===== src/rtl/demux_1to2_pkg.sv =====
// Shared types and constants for the registered 1-to-2 demultiplexer.
// DEMUX_1TO2_SKID_EN adds a second (skid) entry per channel and uses StTwo.
package demux_1to2_pkg;

  // The base build uses only StEmpty and StOne (FULL).
  typedef enum logic [1:0] {
    StEmpty = 2'd0,
    StOne   = 2'd1,
    StTwo   = 2'd2
  } chan_state_e;

  localparam int unsigned CH0 = 0;
  localparam int unsigned CH1 = 1;

endpackage


===== src/rtl/demux_chan_buf.sv =====
// One output channel buffer of the demux: registered word plus valid/ready handshake.
// With DEMUX_1TO2_SKID_EN defined a skid entry decouples can_push from ready_i.
module demux_chan_buf
  import demux_1to2_pkg::*;
#(
  parameter int unsigned size = 32
) (
  input  logic            clk_i,
  input  logic            rst_i,
  input  logic            push,
  input  logic [size-1:0] push_data,
  output logic            can_push,
  output logic [size-1:0] data_o,
  output logic            valid_o,
  input  logic            ready_i
);

  chan_state_e     state_q, state_d;
  logic [size-1:0] data_q, data_d;
  logic            pop;

  assign valid_o = (state_q != StEmpty);
  assign data_o  = data_q;
  assign pop     = valid_o && ready_i;

`ifdef DEMUX_1TO2_SKID_EN
  logic [size-1:0] skid_q, skid_d;

  // Registered-only ready: no combinational path back from the consumer.
  assign can_push = (state_q != StTwo);

  always_comb begin
    state_d = state_q;
    data_d  = data_q;
    skid_d  = skid_q;
    unique case (state_q)
      StEmpty: begin
        if (push) begin
          state_d = StOne;
          data_d  = push_data;
        end
      end
      StOne: begin
        if (push && pop) begin
          data_d = push_data;
        end else if (push) begin
          state_d = StTwo;
          skid_d  = push_data;
        end else if (pop) begin
          state_d = StEmpty;
        end
      end
      StTwo: begin
        if (pop) begin
          state_d = StOne;
          data_d  = skid_q;
        end
      end
      default: state_d = StEmpty;
    endcase
  end

  always_ff @(posedge clk_i or posedge rst_i) begin
    if (rst_i) begin
      skid_q <= '0;
    end else begin
      skid_q <= skid_d;
    end
  end
`else
  assign can_push = !valid_o || ready_i;

  always_comb begin
    state_d = state_q;
    data_d  = data_q;
    unique case (state_q)
      StEmpty: begin
        if (push) begin
          state_d = StOne;
          data_d  = push_data;
        end
      end
      StOne: begin
        // Simultaneous drain and load reloads the register and stays full.
        if (push) begin
          data_d = push_data;
        end else if (pop) begin
          state_d = StEmpty;
        end
      end
      default: state_d = StEmpty;
    endcase
  end
`endif

  always_ff @(posedge clk_i or posedge rst_i) begin
    if (rst_i) begin
      state_q <= StEmpty;
      data_q  <= '0;
    end else begin
      state_q <= state_d;
      data_q  <= data_d;
    end
  end

endmodule


===== src/rtl/demux_1to2_reg.sv =====
// Registered 1-to-2 demultiplexer: steers each accepted word to channel select_i.
// Define DEMUX_1TO2_SKID_EN to give each channel a skid entry (see demux_chan_buf).
module demux_1to2_reg
  import demux_1to2_pkg::*;
#(
  parameter int unsigned size = 32
) (
  input  logic            clk_i,
  input  logic            rst_i,
  input  logic [size-1:0] data_i,
  input  logic            select_i,
  input  logic            valid_i,
  output logic            ready_o,
  output logic [size-1:0] data0_o,
  output logic            valid0_o,
  input  logic            ready0_i,
  output logic [size-1:0] data1_o,
  output logic            valid1_o,
  input  logic            ready1_i
);

  logic [1:0] can_push;
  logic [1:0] push;

  // Only the selected channel can block the input.
  assign ready_o   = select_i ? can_push[CH1] : can_push[CH0];
  assign push[CH0] = valid_i && ready_o && !select_i;
  assign push[CH1] = valid_i && ready_o && select_i;

  demux_chan_buf #(
    .size(size)
  ) u_chan0 (
    .clk_i    (clk_i),
    .rst_i    (rst_i),
    .push     (push[CH0]),
    .push_data(data_i),
    .can_push (can_push[CH0]),
    .data_o   (data0_o),
    .valid_o  (valid0_o),
    .ready_i  (ready0_i)
  );

  demux_chan_buf #(
    .size(size)
  ) u_chan1 (
    .clk_i    (clk_i),
    .rst_i    (rst_i),
    .push     (push[CH1]),
    .push_data(data_i),
    .can_push (can_push[CH1]),
    .data_o   (data1_o),
    .valid_o  (valid1_o),
    .ready_i  (ready1_i)
  );

endmodule


===== config.mk =====
export PLATFORM = sky130hd
export DESIGN_NAME = demux_1to2_reg
export DESIGN_NICKNAME = d
export VERILOG_FILES = /design/src/rtl/demux_1to2_pkg.sv /design/src/rtl/demux_chan_buf.sv /design/src/rtl/demux_1to2_reg.sv
export SDC_FILE = /design/constraint.sdc
export NUM_CORES = 1
export LEC_CHECK = 0
export CORE_AREA = 2 2 67 132
export CTS_BUF_LIST = sky130_fd_sc_hd__clkbuf_8
export CTS_CLUSTER_SIZE = 20
export DETAILED_ROUTE_END_ITERATION = 6
export DIE_AREA = 0 0 69 134
export HOLD_SLACK_MARGIN = 0.06
export RECOVER_POWER = 25
export SYNTH_ARGS = -nofsm -noshare
export SYNTH_HDL_FRONTEND = slang
export SYNTH_HIERARCHICAL = 1
export SYNTH_SLANG_ARGS = --single-unit

===== constraint.sdc =====
create_clock -name clk_i -period 1.8 [get_ports clk_i]
set_clock_uncertainty 0.05 [all_clocks]
set_input_delay 0.36 -clock clk_i [delete_from_list [all_inputs] [get_ports clk_i]]
set_output_delay 0.36 -clock clk_i [all_outputs]
set_load 0.02 [all_outputs]

; Yosys cells after proc, flatten, opt, wreduce, memory -nomap -nowiden
; Cells that the tools add are included.
[classes]
eq_ne = 8
mux = 9
reduce_logical = 20
[op_table]
columns = op, count
row1 = 2-bit two-way mux, 6
row2 = "2-bit by 1-bit != test with 1-bit output, second input constant", 4
row3 = 2-bit case mux with 2 select lines, 2
row4 = 3-bit AND reduction, 2
row5 = 1-bit logical AND, 5
row6 = "2-bit by 1-bit == test with 1-bit output, second input constant", 2
row7 = 2-bit logical NOT, 2
row8 = "2-bit != test, second input constant", 2
row9 = 2-bit AND reduction, 2
row10 = 2-bit nonzero test, 2
row11 = 2-bit OR reduction, 2
row12 = 1-bit logical NOT, 3
row13 = 1-bit logical OR, 2
row14 = 1-bit two-way mux, 1
[word_totals]
ff_bits = 68
in_bits = 38
output_inout_bits = 67
word_cells = 41

; Depth between registers and ports, before layout
; Gate-level depths: netlist of run 1.
[logic_depth]
word_depth = 8
ltp_mapped = 5

; Modules after synthesis
; Netlist of run 1, hierarchy kept.
[by_module_without_submodules]
columns = module, n_inst, cells_each, area_each_um2, seq_area_each_um2
row1 = demux_chan_buf, 2, 72, 1382.6, 825.8
row2 = demux_1to2_reg, 1, 3, 32.5, 0.0

; Worst setup path before layout of run 1
; Ideal clock, no wire load.
[synth_timing]
kind = reg-to-reg
startpoint = register u_chan0.state_q[0]
endpoint = register u_chan0.data_q[0], in the netlist u_chan0/data_o[0]
setup_time_ps = 125
arrival_ps = 1311
required_time_ps = 1625
setup_slack_ps = 314
path_stages_with_launch = 6
path_buffers = 2
synth_period_minus_slack_ps = 1486
cell_sequence = dfrtp_1 nand2b_1 and3b_2 buf_6 buf_12 mux2_4
[synth_via]
elab_chain_len = 7
elab_cells_between_ends = 10
cone_classes = 1 x eq/ne / 1 x mux / 8 x reduce/logical
[synth_rtl]
columns = element, line
row1 = from (decl), demux_chan_buf.sv:18  ; chan_state_e state_q, state_d;
row2 = from (signal assigned), demux_chan_buf.sv:98  ; state_q <= StEmpty;
row3 = from (signal assigned), demux_chan_buf.sv:101  ; state_q <= state_d;
row4 = 2-bit nonzero test, demux_chan_buf.sv:22  ; assign valid_o = (state_q != StEmpty);
row5 = 1-bit logical NOT, demux_chan_buf.sv:71  ; assign can_push = !valid_o || ready_i;
row6 = 1-bit logical OR, demux_chan_buf.sv:71
row7 = net can_push[0], demux_1to2_reg.sv:22  ; logic [1:0] can_push;
row8 = 1-bit two-way mux, demux_1to2_reg.sv:26  ; assign ready_o = select_i ? can_push[CH1] : can_push[CH0];
row9 = 1-bit logical AND (2 in a row), demux_1to2_reg.sv:27  ; assign push[CH0] = valid_i && ready_o && !select_i;
row10 = net push[0], demux_1to2_reg.sv:23  ; logic [1:0] push;
row11 = 2-bit AND reduction (no line), -
row12 = to (signal assigned), demux_chan_buf.sv:102  ; data_q <= data_d;
row13 = to (decl), demux_chan_buf.sv:19  ; logic [size-1:0] data_q, data_d;
; The timed path passes the listed nets, and every way through them passes these cells.
; A chain may end at the register's enable or synchronous reset.

; Final worst setup path of run 1
[layout_timing]
startpoint = input select_i
endpoint = output ready_o
[layout_via]
elab_chain_len = 1
[layout_rtl]
columns = element, line
row1 = from (decl), demux_1to2_reg.sv:11  ; input logic select_i,
row2 = 1-bit two-way mux, demux_1to2_reg.sv:26
row3 = to (decl), demux_1to2_reg.sv:13  ; output logic ready_o,
; Every way passes these cells.

==> reports/results.txt, run 1 <==
status - complete, no violations
share of layout cells above drive strength 1 - 33.2%
max-slew violation count - 0
dominant cells by area after synthesis - dfrtp_1 59%, mux2_4 32%, buf_12 4.3%
worst setup path endpoint - ready_o
commonest non-fill, non-tap cell in the layout - clkdlybuf4s50_1
total track usage - 14.5%
drt wl/cell - 17.0 um
Final Hold Fails - 0
Worst-Margin Slew - 0.821 ns
leakage - 1.82 nW
Placer Congestion - 0.698
Worst slew margin - 45.2%
vias in the first global route - 1,821
R2R cell count - 5
r2r setup slk - 0.25 ns
total CTS buffers - 9
Fillers - 752
fmax - 573 MHz
CTS Buffer Depth - 2
Crit Reg-Reg Startpoint - u_chan0/state_q[0]
root buffer cell - clkbuf_8
DP Worst Slack - -0.327 ns
CTS tree - done
Startpoint Class - primary input
Rows - 47
area delta synth->final - 46.5%
Reg area - 1650 um^2
routed wire length - 6.22 mm
DR vias - 1,628
Starting Density - 34.0%
largest net degree at the start of global routing - 21
Die Span Y - 134 um
fin crit share - 97.0%
Mapped Nets - 185
crit path DAT - 1.34 ns
worst min path class - reg -> reg
port bufs - 104
total die area - 9250 um^2
Mapped Avg Cell Area - 19.0 um^2
Crit Path Class - in -> out
unrepaired setup endpoints after global routing - no
commonest cells after routing, fill and taps aside - 102 x clkdlybuf4s50_1, 66 x dfrtp_1, 59 x mux2_4
CP required - 1.39 ns
Final Setup Violations - 0
Total Power - 4.54 mW
final setup margin - 0.0548 ns
crit end category - output pin
top cell type's share of synthesized area - 59.0%
DRC Markers - 0
core area - 8230 um^2
Worst Setup SP - select_i
Pwr Density - 1110 nW/um^2
#FFs+latches synth - 66
post-route ant nets - 0
Multi-input gate area - 996 um^2
reg-to-reg endpoint - u_chan0/data_o[5]
Period minus WS final - 1.75 ns
Clock Latency Late Sink - 0.33 ns
drt initial violations - 97
Hold-fix buffers, CTS - 0
synthesized cell area - 2800 um^2
Die X - 69 um
grt ovf - 0
post-CTS setup buffers - 0
First-pass DRT Iterations - 4
first-pass GRT wire length - 10.2 mm
Max VDD drop - 0.540 mV
max_cap viols - 0
post-synth cell types - 9
worst-path maximum fanout - 3
Vias/cell - 4.45
NumNets Final - 302
final core occ - 49.8%
post-synthesis sequential area ratio - 59.0%
Ys Warns - 6
cts repair resizes - 4
clock slew at reported path FFs - 0.07 ns
# IOs - 105
initial antenna violation count - 0
post-synthesis instance total - 147
DP Wirelength - 4.36 mm
Synth area leader - dfrtp_1
ant diodes - 0
CTS sink count - 66
setup TNS - 0 ns
H-tree depth - 3
[per-stage QoR]
stage	cells	hold WS, ns	area (um^2)
global placement	351	0.443	3940
detailed placement	351	0.441	3940
floorplan	147	0.439	2800
CTS	366	0.328	4110
global route	366	0.470	4100
finish	366	0.456	4100
[cells by family after synthesis]
family                 synth area share [%]
buffers and inverters                  5.37
DFF                                    59.0
muxes                                  34.1
and+or+nand+nor                        1.52
[cell type report]
cell class / instances / area share, %
flip-flops and latches: 66 / 40.3
repair buffers: 114 / 28.0
multi-input cells: 71 / 24.3
clock buffers: 11 / 3.69
well taps: 98 / 2.99
clock inverters: 4 / 0.489
inverters: 2 / 0.183
[how the worst min path moves through the flow]
stage	slack [ns]	to	startpoint	cells after the start
after floorplan	0.44	u_chan0/data_o[0]	rst_i	1
after global placement	0.44	u_chan1/data_o[6]	u_chan1/data_o[6]	1
after detailed placement	0.44	u_chan1/data_o[11]	u_chan1/data_o[11]	1
after CTS	0.33	u_chan0/data_o[9]	rst_i	3
after global routing	0.47	u_chan1/data_o[23]	u_chan1/data_o[23]	1
final	0.46	u_chan0/data_o[6]	u_chan0/data_o[6]	1
[critical path: stages]
cell	delay, ns
clkdlybuf4s50_1	0.51
mux2_4	0.30
buf_2	0.16
[registers in the layout, indices dropped and copies added (netlist names)]
name / flops
u_chan0/data_o: 32
u_chan1/state_q: 1
u_chan1/data_o: 32
u_chan0/state_q: 1
[report_power, final]
part           leakage (nW)  switching, mW  total (mW)  internal [mW]
Clock                0.0938          0.522        1.08          0.555
Combinational         0.950          0.643        1.55          0.906
Sequential            0.777          0.155        1.91           1.76
[routing by layer]
layer / up-vias / GRT usage, % / wire (um)
met1: 824 / 17.8 / 2550
met2: 55 / 23.4 / 3260
li1: 742 / - / -
met5: - / 0 / 0
met4: 0 / 6.21 / 93
met3: 7 / 4.58 / 315
[synth_stat cells (all sizes together)]
library cell   n
and3b          1
nand2b         4
and3           1
dfrtp         66
inv            2
mux2          65
buf            8
Power figures use the tool's default switching activity.
==> inputs of run 2 (changes only) <==
--- a/config.mk
+++ b/config.mk
@@ -5,11 +5,11 @@
 export SDC_FILE = /design/constraint.sdc
 export NUM_CORES = 1
 export LEC_CHECK = 0
-export CORE_AREA = 2 2 67 132
+export CORE_AREA = 2 2 72 142
 export CTS_BUF_LIST = sky130_fd_sc_hd__clkbuf_8
 export CTS_CLUSTER_SIZE = 20
 export DETAILED_ROUTE_END_ITERATION = 6
-export DIE_AREA = 0 0 69 134
+export DIE_AREA = 0 0 74 144
 export HOLD_SLACK_MARGIN = 0.06
 export RECOVER_POWER = 25
 export SYNTH_ARGS = -nofsm -noshare
==> reports/results.txt, run 2 (synthesis results as in run 1) <==
final non-filler cell total - 396
Placed Area - 3990 um^2
port bufs - 104
total die area - 10,700 um^2
area delta synth->final - 48.0%
Hold Slack - 0.459 ns
fin crit share - 98.2%
status - complete, no violations
leakage - 1.85 nW
H-tree depth - 3
internal cell power - 3.25 mW
Fillers - 878
drt wl/cell - 16.6 um
first-pass GRT wire length - 10.3 mm
clock slew at reported path FFs - 0.06 ns
sw frac - 29.4%
Final Hold Fails - 0
Die Span Y - 144 um
Period minus WS final - 1.77 ns
initial antenna violation count - 0
CP required - 1.39 ns
CTS tree - done
Worst-Margin Slew - 0.957 ns
dpl cells - 382
max-slew violation count - 0
Combinational Power Share - 33.6%
worst-path maximum fanout - 3
Placer Congestion - 0.675
core area - 9640 um^2
Seq pwr share - 41.7%
clock network power share - 24.7%
final instance area - 4140 um^2
Worst slew margin - 36.2%
Total Power - 4.60 mW
DRC Markers - 0
Final Setup Violations - 0
Vias/cell - 4.12
drt initial violations - 85
crit path DAT - 1.36 ns
fmax - 566 MHz
ant diodes - 0
post-CTS setup buffers - 0
Pwr Density - 1110 nW/um^2
unrepaired setup endpoints after global routing - yes
root buffer cell - clkbuf_8
total CTS buffers - 9
Crit Path Class - in -> out
CTS Buffer Depth - 2
vias in the first global route - 1,931
Max VDD drop - 0.450 mV
DP Wirelength - 4.41 mm
largest net degree at the start of global routing - 34
max_cap viols - 0
commonest non-fill, non-tap cell in the layout - clkdlybuf4s50_1
First-pass DRT Iterations - 3
Clock Latency Late Sink - 0.34 ns
Starting Density - 29.0%
DR vias - 1,632
final core occ - 43.0%
Die X - 74 um
total track usage - 13.5%
share of layout cells above drive strength 1 - 33.7%
post-route ant nets - 0
routed wire length - 6.57 mm
crit end category - output pin
Hold-fix buffers, CTS - 0
commonest cells after routing, fill and taps aside - 98 x clkdlybuf4s50_1, 66 x dfrtp_1, 59 x mux2_4
worst min path class - reg -> reg
CTS sink count - 66
# IOs - 105
grt ovf - 0
Startpoint Class - primary input
Rows - 51
NumNets Final - 299
Switching Power - 1.35 mW
-- run 2: per-layer routing --
| metal | GRT usage (%) | vias to the layer above | routed length, um |
|---|---|---|---|
| met3 | 2.93 | 10 | 223 |
| met1 | 14.9 | 833 | 2480 |
| met5 | 0 | - | 0 |
| li1 | - | 735 | - |
| met4 | 8.61 | 0 | 202 |
| met2 | 22.9 | 54 | 3660 |
-- run 2: repair_timing --
action / CTS / global route
hold endpoints to repair: 0 / 0
gates resized for setup: 4 / 4
setup endpoints to repair: 1 / 5
-- run 2: path summary, 6_finish.rpt --
path	endpoint	cells after the start	start	slack [ns]
worst max-delay path	ready_o	4	ready0_i	0.03
worst min-delay path	u_chan0/data_o[6]	1	u_chan0/data_o[6]	0.46
worst max register to register	u_chan1/data_o[6]	5	u_chan1/state_q[0]	0.27
worst min register to register	u_chan0/data_o[6]	1	u_chan0/data_o[6]	0.46
max in group asynchronous	u_chan0/data_o[28]	3	rst_i	0.38
min in group asynchronous	u_chan1/data_o[7]	3	rst_i	0.69
-- run 2: power by group through the flow --
stage / Clock [mW] / Combinational (mW) / Sequential, mW
floorplan: 0 / 0.505 / 2.26
global placement: 0 / 1.56 / 1.95
detailed placement: 0 / 1.58 / 1.95
CTS: 1.19 / 1.58 / 1.93
global route: 1.25 / 1.63 / 1.95
finish: 1.14 / 1.54 / 1.92
-- run 2: final cells by class --
cell class	instances	area, um^2	area share, %
Clock inverter	2	12.5	0.302
Tap cell	132	165	3.99
Clock buffer	12	165	3.99
Multi-Input combinational cell	71	996	24.0
Timing Repair Buffer	111	1140	27.6
Inverter	2	7.51	0.181
Sequential cell	66	1650	39.9
-- run 2: per-stage QoR --
step | setup slack (ns) | TNS, ns
detailed placement | -0.348 | -9.68
global route | -0.00837 | -0.00837
finish | 0.0327 | 0
floorplan | 0.314 | 0
CTS | 0.0183 | 0
global placement | -0.328 | -7.84
-- run 2: worst max-delay path, cell delays in order --
cell             delay (ns)
clkdlybuf4s50_1        0.39
nand2b_1               0.17
mux2_4                 0.28
buf_2                  0.16
==> inputs of run 3 (changes only) <==
--- a/config.mk
+++ b/config.mk
@@ -5,13 +5,15 @@
 export SDC_FILE = /design/constraint.sdc
 export NUM_CORES = 1
 export LEC_CHECK = 0
-export CORE_AREA = 2 2 72 142
+export CORE_AREA = 2 2 90 113
 export CTS_BUF_LIST = sky130_fd_sc_hd__clkbuf_8
+export CTS_CLUSTER_DIAMETER = 30
 export CTS_CLUSTER_SIZE = 20
 export DETAILED_ROUTE_END_ITERATION = 6
-export DIE_AREA = 0 0 74 144
+export DIE_AREA = 0 0 92 115
 export HOLD_SLACK_MARGIN = 0.06
 export RECOVER_POWER = 25
+export SETUP_SLACK_MARGIN = 0.1
 export SYNTH_ARGS = -nofsm -noshare
 export SYNTH_HDL_FRONTEND = slang
 export SYNTH_HIERARCHICAL = 1
==> reports/results.txt, run 3 (synthesis results as in run 1) <==
DP Worst Slack - -0.310 ns
root buffer cell - clkbuf_8
WP buf/inv - 1
Hold Slack - 0.352 ns
commonest cells after routing, fill and taps aside - 66 x dlygate4sd2_1, 66 x dfrtp_1, 59 x mux2_4
H-tree depth - 3
cts repair resizes - 70
status - complete, no violations
Combinational Power Share - 28.8%
Seq pwr share - 40.5%
share of layout cells above drive strength 1 - 35.7%
worst min path class - in -> reg
Die X - 92 um
total track usage - 12.6%
CP required - 1.39 ns
Placer Congestion - 0.680
# IOs - 105
DP Wirelength - 4.42 mm
Pwr Density - 1130 nW/um^2
First-pass DRT Iterations - 4
Final Setup Violations - 0
Worst-Margin Slew - 0.906 ns
largest net degree at the start of global routing - 21
worst-path maximum fanout - 2
NumNets Final - 305
critical path's slowest cell - dfrtp_1
final instance area - 4180 um^2
clock network power share - 30.7%
max-slew violation count - 0
area delta synth->final - 49.4%
sw frac - 28.6%
post-route ant nets - 0
drt initial violations - 46
Starting Density - 29.4%
routed wire length - 6.18 mm
CTS sink count - 66
Vias/cell - 4.11
total die area - 10,600 um^2
leakage - 2.00 nW
initial antenna violation count - 0
core area - 9510 um^2
final setup margin - 0.194 ns
Startpoint Class - flop
grt ovf - 0
Worst slew margin - 39.6%
Clock Latency Late Sink - 0.33 ns
clock slew at reported path FFs - 0.07 ns
family with the most delay on the worst path - flip-flops
total CTS buffers - 9
Placed Area - 4010 um^2
Rows - 40
crit path DAT - 1.20 ns
Die Span Y - 115 um
max_cap viols - 0
final non-filler cell total - 398
Final Hold Fails - 0
Period minus WS final - 1.61 ns
Hold Path Stages - 4
CTS Buffer Depth - 2
fmax - 623 MHz
Reg area - 1650 um^2
Crit. path cell count - 3
Multi-input gate area - 1010 um^2
CTS tree - done
fin crit share - 89.2%
CP peak stage delay - 0.40 ns
drt wl/cell - 15.5 um
first-pass GRT wire length - 10.1 mm
port bufs - 104
vias in the first global route - 1,899
CP Cell Sequence - nand2b_4, mux2_4, buf_6
DRC Markers - 0
unrepaired setup endpoints after global routing - no
Fillers - 891
DR vias - 1,637
Switching Power - 1.35 mW
internal cell power - 3.37 mW
R2R cell count - 5
post-CTS setup buffers - 0
ant diodes - 0
Total Power - 4.71 mW
Max VDD drop - 0.391 mV
Crit Path Class - reg -> out
crit end category - output pin
dpl cells - 382
Hold-fix buffers, CTS - 0
run 3: changes by cell type in the layout (fill, tap and decap cells not counted), moves of 2 or more:
cell,before,now
dlygate4sd2_1,0,66
clkdlybuf4s50_1,98,33
buf_4,1,4
bufinv_16,0,2
clkbuf_1,0,2
nand2b_1,4,2
nand2b_4,0,2
run 3: metal layers:
metal,track usage [%],vias up,share of wire [%]
met4,4.78,0,1.2
met3,4.39,8,5.6
met5,0,-,0
li1,-,749,-
met2,20.3,59,48
met1,15.8,821,45
run 3: metrics by stage:
stage / util, % / TNS [ns]
2_1_floorplan: - / 0
3_3_place_gp: 42.2 / -11.13
3_5_place_dp: 42.2 / -11.47
4_1_cts: 43.8 / 0
5_1_grt: 44.0 / 0
6_report: 44.0 / 0
run 3: final timing paths:
kind                                    startpoint                  to  slack (ns)
worst max-delay path            u_chan0/state_q[0]             ready_o        0.19
worst min-delay path                      ready0_i  u_chan0/state_q[0]        0.35
worst max register to register  u_chan0/state_q[0]   u_chan0/data_o[5]        0.25
worst min register to register  u_chan1/data_o[21]  u_chan1/data_o[21]        0.45
max in group asynchronous                    rst_i   u_chan0/data_o[1]        0.42
min in group asynchronous                    rst_i  u_chan0/data_o[19]        0.58
run 3: power groups by stage:
stage	clock (mW)	combinational (mW)	sequential, mW
after floorplan	0	0.505	2.26
after global placement	0	1.56	1.95
after detailed placement	0	1.57	1.94
after CTS	1.49	1.38	1.92
after global routing	1.57	1.44	1.95
final	1.45	1.36	1.91
run 3: tightest hold or removal path, cell delays in order:
cell	delay [ns]
dlymetal6s2s_1	0.09
nand2b_4	0.12
buf_4	0.09
nand2b_1	0.04
run 3: area by class of cell:
class	count	area share, %
sequential	66	39.5
timing repair buffer	117	26.7
multi-input combinational	71	24.2
clock buffer	12	3.95
tap	126	3.77
clock inverter	4	1.74
inverter	2	0.180
